$ cat src/rtl/sc_io_datamem_if.sv
// ----------------------------------------------------------------------------
// sc_io_datamem_if
//   Load/store bus between the single-cycle core datapath and the data-side
//   memory / memory-mapped I/O stage. The bus has no handshake: a store
//   commits on the next rising clock edge, and a load returns in the same
//   cycle.
//
//   Signals:
//     addr  : byte address taken from the ALU result
//     wdata : store data (rs2 value)
//     wmem  : store enable
//     rdata : load data, driven combinationally from addr by the slave
//
//   Modports:
//     master : the core; drives addr, wdata and wmem
//     slave  : the memory stage; drives rdata
// ----------------------------------------------------------------------------
interface sc_io_datamem_if;
    logic [31:0] addr;
    logic [31:0] wdata;
    logic        wmem;
    logic [31:0] rdata;

    modport master (output addr, output wdata, output wmem, input rdata);
    modport slave  (input addr, input wdata, input wmem, output rdata);
endinterface

$ cat src/rtl/sc_io_datamem.sv
// ----------------------------------------------------------------------------
// sc_io_datamem
//   Data-side memory and memory-mapped I/O stage of the single-cycle RISC-V
//   core. It contains a word-addressed data RAM and a small I/O register
//   file. The register file covers switches, keys, LEDs, a hex display, a
//   free-running cycle counter and a compare timer. Loads are combinational,
//   and stores commit on the rising edge of clock.
//
//   Address map:
//     addr[31:8]==0 && addr[7]==1 : I/O registers, offset addr[6:0]
//       0x00 SW    RO  synchronised switches
//       0x04 KEY   RO  synchronised keys (plus press latches, see below)
//       0x08 LED   RW
//       0x0C HEX   RW  six 4-bit digits
//       0x10 CYCLE RW  free-running counter; a write loads it
//       0x14 TCMP  RW  timer compare; a write restarts the timer count
//       0x18 TSTAT W1C bit0 = expired
//     anything else : RAM word addr[RAM_AW+1:2]; upper bits alias
//
//   Ports:
//     clock     : system clock, rising edge
//     resetn    : asynchronous active-low reset
//     bus       : load/store bus (slave modport)
//     sw_in     : raw asynchronous switch pins
//     key_in    : raw asynchronous keys, active high
//     led_out   : LED register
//     hex_out   : hex digit register, digit0 in [3:0]
//     timer_irq : level copy of the timer expired flag
//
//   Optional build macro:
//     SC_IO_KEY_EDGE_EN : adds sticky key-press latches in KEY[7:4].
//     These latches are cleared by writing 1 to the matching bits of KEY.
// ----------------------------------------------------------------------------
module sc_io_datamem #(
    parameter int RAM_AW = 6,
    parameter int SW_W   = 10,
    parameter int LED_W  = 10
) (
    input  logic              clock,
    input  logic              resetn,
    sc_io_datamem_if.slave    bus,
    input  logic [SW_W-1:0]   sw_in,
    input  logic [3:0]        key_in,
    output logic [LED_W-1:0]  led_out,
    output logic [23:0]       hex_out,
    output logic              timer_irq
);

    // I/O register word offsets (addr[6:2]).
    typedef enum logic [4:0] {
        REG_SW    = 5'h00,
        REG_KEY   = 5'h01,
        REG_LED   = 5'h02,
        REG_HEX   = 5'h03,
        REG_CYCLE = 5'h04,
        REG_TCMP  = 5'h05,
        REG_TSTAT = 5'h06
    } io_reg_e;

    // ---------------------------------------------------------------- decode
    logic              io_sel;
    logic [4:0]        io_word;
    logic [RAM_AW-1:0] ram_idx;
    logic              io_we;
    logic              ram_we;

    assign io_sel  = (bus.addr[31:8] == 24'h0) && bus.addr[7];
    assign io_word = bus.addr[6:2];
    assign ram_idx = bus.addr[RAM_AW+1:2];
    assign io_we   = bus.wmem && io_sel;
    assign ram_we  = bus.wmem && !io_sel;

    // The core issues word accesses only, so the byte offset is unused.
    logic unused_byte_offset;
    assign unused_byte_offset = ^bus.addr[1:0];

    // ---------------------------------------------------------------- RAM
    logic [31:0] mem [2**RAM_AW];

    // NOTE: the RAM array has no reset branch. This lets it map onto plain
    // memory. Software must store a word before it loads that word.
    always_ff @(posedge clock) begin
        if (ram_we) begin
            mem[ram_idx] <= bus.wdata;
        end
    end

    // ---------------------------------------------------------- synchronisers
    logic [SW_W-1:0] sw_s1, sw_s2;
    logic [3:0]      key_s1, key_s2;

    // NOTE: sequential state always uses non-blocking assignments. This way
    // every flop samples the values from before the edge, and the two-stage
    // synchroniser really is two stages.
    always_ff @(posedge clock or negedge resetn) begin
        if (!resetn) begin
            sw_s1  <= '0;
            sw_s2  <= '0;
            key_s1 <= '0;
            key_s2 <= '0;
        end else begin
            sw_s1  <= sw_in;
            sw_s2  <= sw_s1;
            key_s1 <= key_in;
            key_s2 <= key_s1;
        end
    end

    // ---------------------------------------------------------- I/O registers
    logic [LED_W-1:0] led;
    logic [23:0]      hex;
    logic [31:0]      cycle;
    logic [31:0]      tcmp;
    logic [31:0]      tcnt;
    logic             expired;

    logic led_we, hex_we, cycle_we, tcmp_we, tstat_clr;
    logic expire_evt;

    assign led_we    = io_we && (io_word == REG_LED);
    assign hex_we    = io_we && (io_word == REG_HEX);
    assign cycle_we  = io_we && (io_word == REG_CYCLE);
    assign tcmp_we   = io_we && (io_word == REG_TCMP);
    assign tstat_clr = io_we && (io_word == REG_TSTAT) && bus.wdata[0];

    // A zero compare value parks the timer, so a match counts only when
    // the compare value is non-zero.
    assign expire_evt = (tcmp != 32'h0) && (tcnt == tcmp);

    always_ff @(posedge clock or negedge resetn) begin
        if (!resetn) begin
            led     <= '0;
            hex     <= '0;
            cycle   <= '0;
            tcmp    <= '0;
            tcnt    <= '0;
            expired <= 1'b0;
        end else begin
            if (led_we) led <= bus.wdata[LED_W-1:0];
            if (hex_we) hex <= bus.wdata[23:0];

            // A software load of the counter takes priority over the increment.
            cycle <= cycle_we ? bus.wdata : cycle + 32'd1;

            // Writing the compare value restarts the count. A match also
            // reloads the count, so the timer period is TCMP+1 clocks.
            if (tcmp_we) begin
                tcmp <= bus.wdata;
                tcnt <= '0;
            end else if (tcmp == 32'h0 || expire_evt) begin
                tcnt <= '0;
            end else begin
                tcnt <= tcnt + 32'd1;
            end

            // Set beats clear, so an expiry that lands on a clear is not lost.
            expired <= expire_evt || (expired && !tstat_clr);
        end
    end

    assign led_out   = led;
    assign hex_out   = hex;
    assign timer_irq = expired;

    // ------------------------------------------------------------ key value
    logic [31:0] key_value;

`ifdef SC_IO_KEY_EDGE_EN
    logic [3:0] key_d;
    logic [3:0] key_evt;
    logic [3:0] key_rise;
    logic [3:0] key_clr;

    assign key_rise = key_s2 & ~key_d;
    assign key_clr  = (io_we && (io_word == REG_KEY)) ? bus.wdata[7:4] : 4'h0;

    always_ff @(posedge clock or negedge resetn) begin
        if (!resetn) begin
            key_d   <= '0;
            key_evt <= '0;
        end else begin
            key_d   <= key_s2;
            key_evt <= key_rise | (key_evt & ~key_clr);
        end
    end

    assign key_value = {24'h0, key_evt, key_s2};
`else
    assign key_value = {28'h0, key_s2};
`endif

    // ------------------------------------------------------------- read mux
    logic [31:0] io_rdata;

    // NOTE: the combinational read mux assigns a default value first. Every
    // path then drives io_rdata, so no latch can be inferred for the
    // unmapped offsets.
    always_comb begin
        io_rdata = 32'h0;
        case (io_word)
            REG_SW:    io_rdata = {{(32-SW_W){1'b0}}, sw_s2};
            REG_KEY:   io_rdata = key_value;
            REG_LED:   io_rdata = {{(32-LED_W){1'b0}}, led};
            REG_HEX:   io_rdata = {8'h0, hex};
            REG_CYCLE: io_rdata = cycle;
            REG_TCMP:  io_rdata = tcmp;
            REG_TSTAT: io_rdata = {31'h0, expired};
            default:   io_rdata = 32'h0;
        endcase
    end

    assign bus.rdata = io_sel ? io_rdata : mem[ram_idx];

endmodule

$ cat src/flat_wrapper.sv
// flat-port wrapper written by rule: the top's interface ports become plain ports
module sc_io_datamem_flat 
#(
    parameter int RAM_AW = 6,
    parameter int SW_W   = 10,
    parameter int LED_W  = 10
)
  (clock, resetn, sw_in, key_in, led_out, hex_out, timer_irq, bus_addr, bus_wdata, bus_wmem, bus_rdata);
  sc_io_datamem_if bus_i ();
  input  logic clock;
  input  logic resetn;
  input  logic [SW_W-1:0] sw_in;
  input  logic [3:0] key_in;
  output logic [LED_W-1:0] led_out;
  output logic [23:0] hex_out;
  output logic timer_irq;
  input wire logic [$bits(bus_i.addr)-1:0] bus_addr;
  input wire logic [$bits(bus_i.wdata)-1:0] bus_wdata;
  input wire logic [$bits(bus_i.wmem)-1:0] bus_wmem;
  output wire logic [$bits(bus_i.rdata)-1:0] bus_rdata;
  assign bus_i.addr = bus_addr;
  assign bus_i.wdata = bus_wdata;
  assign bus_i.wmem = bus_wmem;
  assign bus_rdata = bus_i.rdata;
  sc_io_datamem #(.RAM_AW(RAM_AW), .SW_W(SW_W), .LED_W(LED_W)) u_core (.clock(clock), .resetn(resetn), .bus(bus_i), .sw_in(sw_in), .key_in(key_in), .led_out(led_out), .hex_out(hex_out), .timer_irq(timer_irq));
endmodule
$ cat config.mk
export PLATFORM = sky130hd
export DESIGN_NAME = sc_io_datamem_flat
export DESIGN_NICKNAME = d
export VERILOG_FILES = /design/src/rtl/sc_io_datamem_if.sv /design/src/rtl/sc_io_datamem.sv /design/src/flat_wrapper.sv
export SDC_FILE = /design/constraint.sdc
export NUM_CORES = 2
export LEC_CHECK = 0
export CAP_MARGIN = 30
export CORE_ASPECT_RATIO = 1.25
export CORE_MARGIN = 5
export CORE_UTILIZATION = 58
export CTS_BUF_LIST = sky130_fd_sc_hd__clkbuf_4 sky130_fd_sc_hd__clkbuf_8
export DETAILED_ROUTE_END_ITERATION = 12
export PLACE_DENSITY = 0.75
export SYNTH_ARGS = -nofsm -noshare
export SYNTH_HDL_FRONTEND = slang
export SYNTH_SLANG_ARGS = --single-unit
$ cat constraint.sdc
create_clock -name clock -period 6.2 [get_ports clock]
set_clock_uncertainty 0.05 [all_clocks]
set_input_delay 1.24 -clock clock [delete_from_list [all_inputs] [get_ports clock]]
set_output_delay 1.24 -clock clock [all_outputs]
set_load 0.01 [all_outputs]
After elaboration in Yosys (flattened, before gate mapping) --
Memory sizes are Yosys's and may differ from the RTL's. Index checks and enable logic that the tools add are counted. W data, S select, Z words.
Storage, ports and cells: bits of input ports 81, bits in read-only memories 0, logic and storage cells 46, RAM bits 2048, memories 1, bits in registers 159, latch bits 0, output and inout bits 67
Memories:
- u_core.mem | depth 64, width 32, read ports 1, clocked after Yosys merged registers in 0, wr ports 1, RTL line sc_io_datamem.sv:78 | logic [31:0] mem [2**RAM_AW];
Cells by class: equal/unequal tests 7, $add $sub $neg 2, shift operators 0, reductions and logical operators 19, multipliers 0, div/mod/pow operators 0, bitwise logic cells 0, multiplexer cells 7, order comparisons 0
Operator list (count):
- $pmux W32 S7 | 1
- $mux W32 | 4
- $add A32 B1 Y32 const B | 2
- $eq A32 B32 Y1 | 1
- $logic_not A32 Y1 | 1
- $reduce_bool A32 Y1 | 1
- $logic_not A24 Y1 | 1
- $eq A5 B3 Y1 const B | 3
- $logic_and A1 B1 Y1 | 11
- $eq A5 B2 Y1 const B | 2
- $eq A5 B1 Y1 const B | 1
- $logic_not A5 Y1 | 1
- $logic_not A1 Y1 | 2
- $logic_or A1 B1 Y1 | 2
- $mux W1 | 2

Logic depth before layout (Yosys ltp) --
word-level depth 8, depth in mapped cells 11, mapped depth without buffers 6

Worst setup path after synthesis --
OpenSTA, ideal clock, no wires.
path type in2reg, start input bus_addr[4], end memory u_core.mem[38][0] (enable), setup time 0.421 ns, data required time 5.729 ns, buffers on the path 5, arrival 4.341 ns, stages 8, path slack 1.388 ns, path through buf_2 > buf_2 > buf_2 > buf_2 > buf_1 > nor2b_1 > nand4_1 > nor2_1
RTL lines:
- start: declaration | RTL line flat_wrapper.sv:17 | input wire logic [$bits(bus_i.addr)-1:0] bus_addr;
- end: declaration | RTL line sc_io_datamem.sv:78
No word-level cell before the write port.

Worst setup path in the final report --
start input bus_addr[2], end output bus_rdata[8]
On the way: cells in the longest elaborated chain, start to end 3, elaborated cells between the ends (all ways) 10, classes of those cells eq/ne (6); mux (2); reduce/logical (1); memory (1)
RTL lines:
- branches (longest 2 deep; another with $mem_v2 Z64 W32)
- $mux W32 * | RTL line sc_io_datamem.sv:212 | assign bus.rdata = io_sel ? io_rdata : mem[ram_idx];
- end: declaration | RTL line flat_wrapper.sv:20 | output wire logic [$bits(bus_i.rdata)-1:0] bus_rdata;
Every way passes the cells marked *.

==> summary.txt <==
Critical path
  • CP Data Required Time: 4910 ps
  • Crit path kind: input pin to output pin
  • Crit path max fanout: 39
  • Crit. End Element: output pin
  • WP data arrival: 4740 ps
  • Startpoint Class: input pin
  • Worst path slowest cell: a211oi_1
  • Cell Chain, Critical Path: buf_8, buf_12, buf_4, mux4_2, nor2b_1, a211oi_1, a31oi_1, and4b_1, clkdlybuf4s50_1
  • Worst Path Buf+Inv: 4
  • CP delay by family, top: buffers and inverters
  • Max incr delay on CP: 610 ps

Cells and area
  • Finished Cell Area: 0.09801 sq mm
  • Synth-to-layout area growth: 14.09%
  • Proportion of layout cells with a drive suffix above 1: 28.96%
  • Nets: 4,682
  • Commonest cells after routing, fill and taps aside: 2,048 x edfxtp_1, 493 x mux4_2, 340 x clkbuf_8
  • FILL cells: 9,093
  • Commonest non-fill, non-tap cell in the layout: edfxtp_1

Synth
  • Yosys reg bits: 2,207
  • Mapped cell area: 0.08591 sq mm
  • Mean Syn Cell Area: 21.03 sq um
  • Post-synth EDFFs: 2,048
  • Synth area leaders: edfxtp_1 72%, mux4_2 13%, dfrtp_1 4.6%
  • Ys Warns: 0
  • Post-synth cell types: 67
  • Synth top area share: 71.59%
  • Post-synthesis cell count: 4,085
  • Prevailing post-synth register cell: edfxtp_1
  • Ys async rst share: 7.204%
  • Register area share after synthesis: 76.22%
  • Area leader, netlist: edfxtp_1
  • Post-synthesis net count: 4,168

Status
  • Status: complete, but fails checks
  • Failing checks: DRC

Timing
  • Worst Slack Setup Final: 166.4 ps
  • Period Utilization, post-route: 97.32%
  • # setup viols final: 0
  • Period minus WS final: 6034 ps
  • Worst slew pin tran: 1030 ps
  • Worst rel slew slack: 30.39%
  • Maximum clock frequency: 165.7 MHz
  • Max-slew violation count: 0
  • Hold Fails Final Rpt: 0
  • Setup TNS: 0 ps
  • RSZ-0062 raised after global routing: false

Global routing
  • Total GRT Usage: 28.86%
  • Gr ovfl total: 0
  • Initial antenna violation count: 14
  • Largest net degree at the start of global routing: 110
  • Vias in the first global route: 45,730
  • First-pass GRT wire length: 321,300 um

Die
  • Die Height: 440.3 um
  • # IOs: 148
  • Total die area: 0.1560 sq mm
  • Starting Density: 58.10%
  • Core box area: 0.1479 sq mm
  • # rows: 158
  • Die W: 354.2 um

Drt
  • Vias per inst: 6.754
  • Antenna Nets Post-Route: 0
  • DRT iter0 DRCs: 5,796
  • Drt pass-1 iters: 12
  • Post-Route WL: 224,300 um
  • DR vias: 45,510
  • Avg WL per Cell: 33.29 um
  • Drc violations: 1

Clock network
  • CTS tree: built
  • Post-CTS sizing: 0
  • Postcts setup bufs: 0
  • Worst-case clock buffer depth: 4
  • CTS Buf Count: 327
  • Clock Sinks: 2,207
  • Root Buffer: clkbuf_8
  • Hold-fix buffers, CTS: 0
  • Worst-Skew Late Latency: 1030 ps
  • Clk slew on worst S/H paths: 50 ps
  • H-Tree Level Count: 5

Placement
  • Number of I/O port buffers: 145
  • Dpl ws: 212.5 ps
  • Placed Area: 0.09180 sq mm
  • Detailed Place HPWL: 135,100 um
  • Routability cong.: 0.8941

Pwr
  • Part of the power in combinational logic: 5.7%
  • Clock power frac: 38.4%
  • Sw Share: 21.39%
  • Pleak: 32.23 nW
  • Cell-internal power: 0.02305 W
  • Switch Pwr: 0.006273 W
  • Max VDD drop: 0.1500 mV
  • Power Density: 299.2 mW/mm^2
  • Sequential Power Share: 55.9%

Run
  • Maxcap violations: 0

Min path
  • HP Class: input pin to asynchronous set/reset pin
[per-layer routing]
metal  up-vias  global-route usage [%]  wire [um]  part of all wire, %
li1      18140                       -          -                    -
met2      3116                   46.67     110400                   49
met3       532                   7.764      25180                   11
met4        14                   11.32       9504                  4.2
met5         -                  0.2188         92                0.041
met1     23700                   38.09      79150                   35
[stage by stage]
stage	utilization (%)	power, W	hold WS, ps	std cells
floorplan	-	0.01750	281.2	4085
global placement	61.93	0.01830	286.8	6175
detailed placement	62.08	0.01836	291.0	6186
CTS	66.22	0.02945	280.1	6729
global route	66.28	0.03027	106.4	6736
finish	66.28	0.02933	127.1	6738
[synth_stat cells (all sizes together), types with 13 or more instances]
master,count
a211oi,16
a21oi,25
a221oi,20
a22o,20
a22oi,134
and3,20
and4,13
buf,123
clkbuf,114
dfrtp,159
edfxtp,2048
inv,13
mux2,97
mux2i,154
mux4,493
nand2,95
nand3,54
nand4,22
nor2,106
nor2b,14
nor3,52
nor4,39
o211ai,13
o21ai,43
o22ai,20
xnor2,35
xor2,49
[worst reg2reg max path: stages (launching register included)]
cell and delay, ps:
dfrtp_1 470, nand3_2 170, or4b_1 720, or4_1 650, or3_1 380, a211oi_1 250
[final timing paths]
kind,startpoint,endpoint,slack (ps),cells after the start
hold reg to reg,u_core.key_s1[3],u_core.key_s2[3],300,0
setup reg to reg,u_core.tcnt[5],u_core.tcnt[25],3420,5
setup / recovery,bus_addr[2],bus_rdata[8],170,9
max in group asynchronous,resetn,u_core.sw_s1[3],4640,3
hold / removal,resetn,u_core.sw_s1[6],130,1
min in group clock,u_core.key_s1[3],u_core.key_s2[3],300,0
[sequential cells by signal (all words and copies together), names as in the netlist, 10 cells and up]
signal,count
u_core.cycle,32
u_core.mem,2048
u_core.sw_s2,10
u_core.sw_s1,10
u_core.tcmp,32
u_core.hex_out,24
u_core.led_out,10
u_core.tcnt,32
[layout make-up]
cell class / count / area [sq um] / share of cell area [%]
Sequential cell: 2207 / 65480 / 66.81
Multi-Input combinational cell: 1627 / 19820 / 20.22
Clock buffer: 434 / 5385 / 5.494
Timing Repair Buffer: 422 / 4135 / 4.219
Tap cell: 1920 / 2402 / 2.451
Clock inverter: 109 / 729.5 / 0.7442
Inverter: 14 / 52.55 / 0.05362
Antenna cell: 5 / 12.51 / 0.01277
[power by group through the flow]
stage	Combinational, W	Sequential (W)	Clock (W)
floorplan	0.000789	0.0167	0
global placement	0.00159	0.0167	0
detailed placement	0.00164	0.0167	0
CTS	0.00164	0.0164	0.0114
global route	0.00174	0.0164	0.0121
finish	0.00166	0.0164	0.0113
[kinds of logic (layout without fill, tap and decap cells)]
group	after synthesis	count (layout)	share of synthesized area, %
DFF	2207	2207	76.22
buffers and inverters	251	979	1.325
muxes	744	744	15.99
adders and majority gates	2	2	0.02912
xor gates and xnor gates	84	84	0.8564
AOI/OAI and AO/OA	346	346	2.942
other	0	5	0
and+or+nand+nor	451	451	2.639
Note: power is estimated with default switching activity, not from simulation.
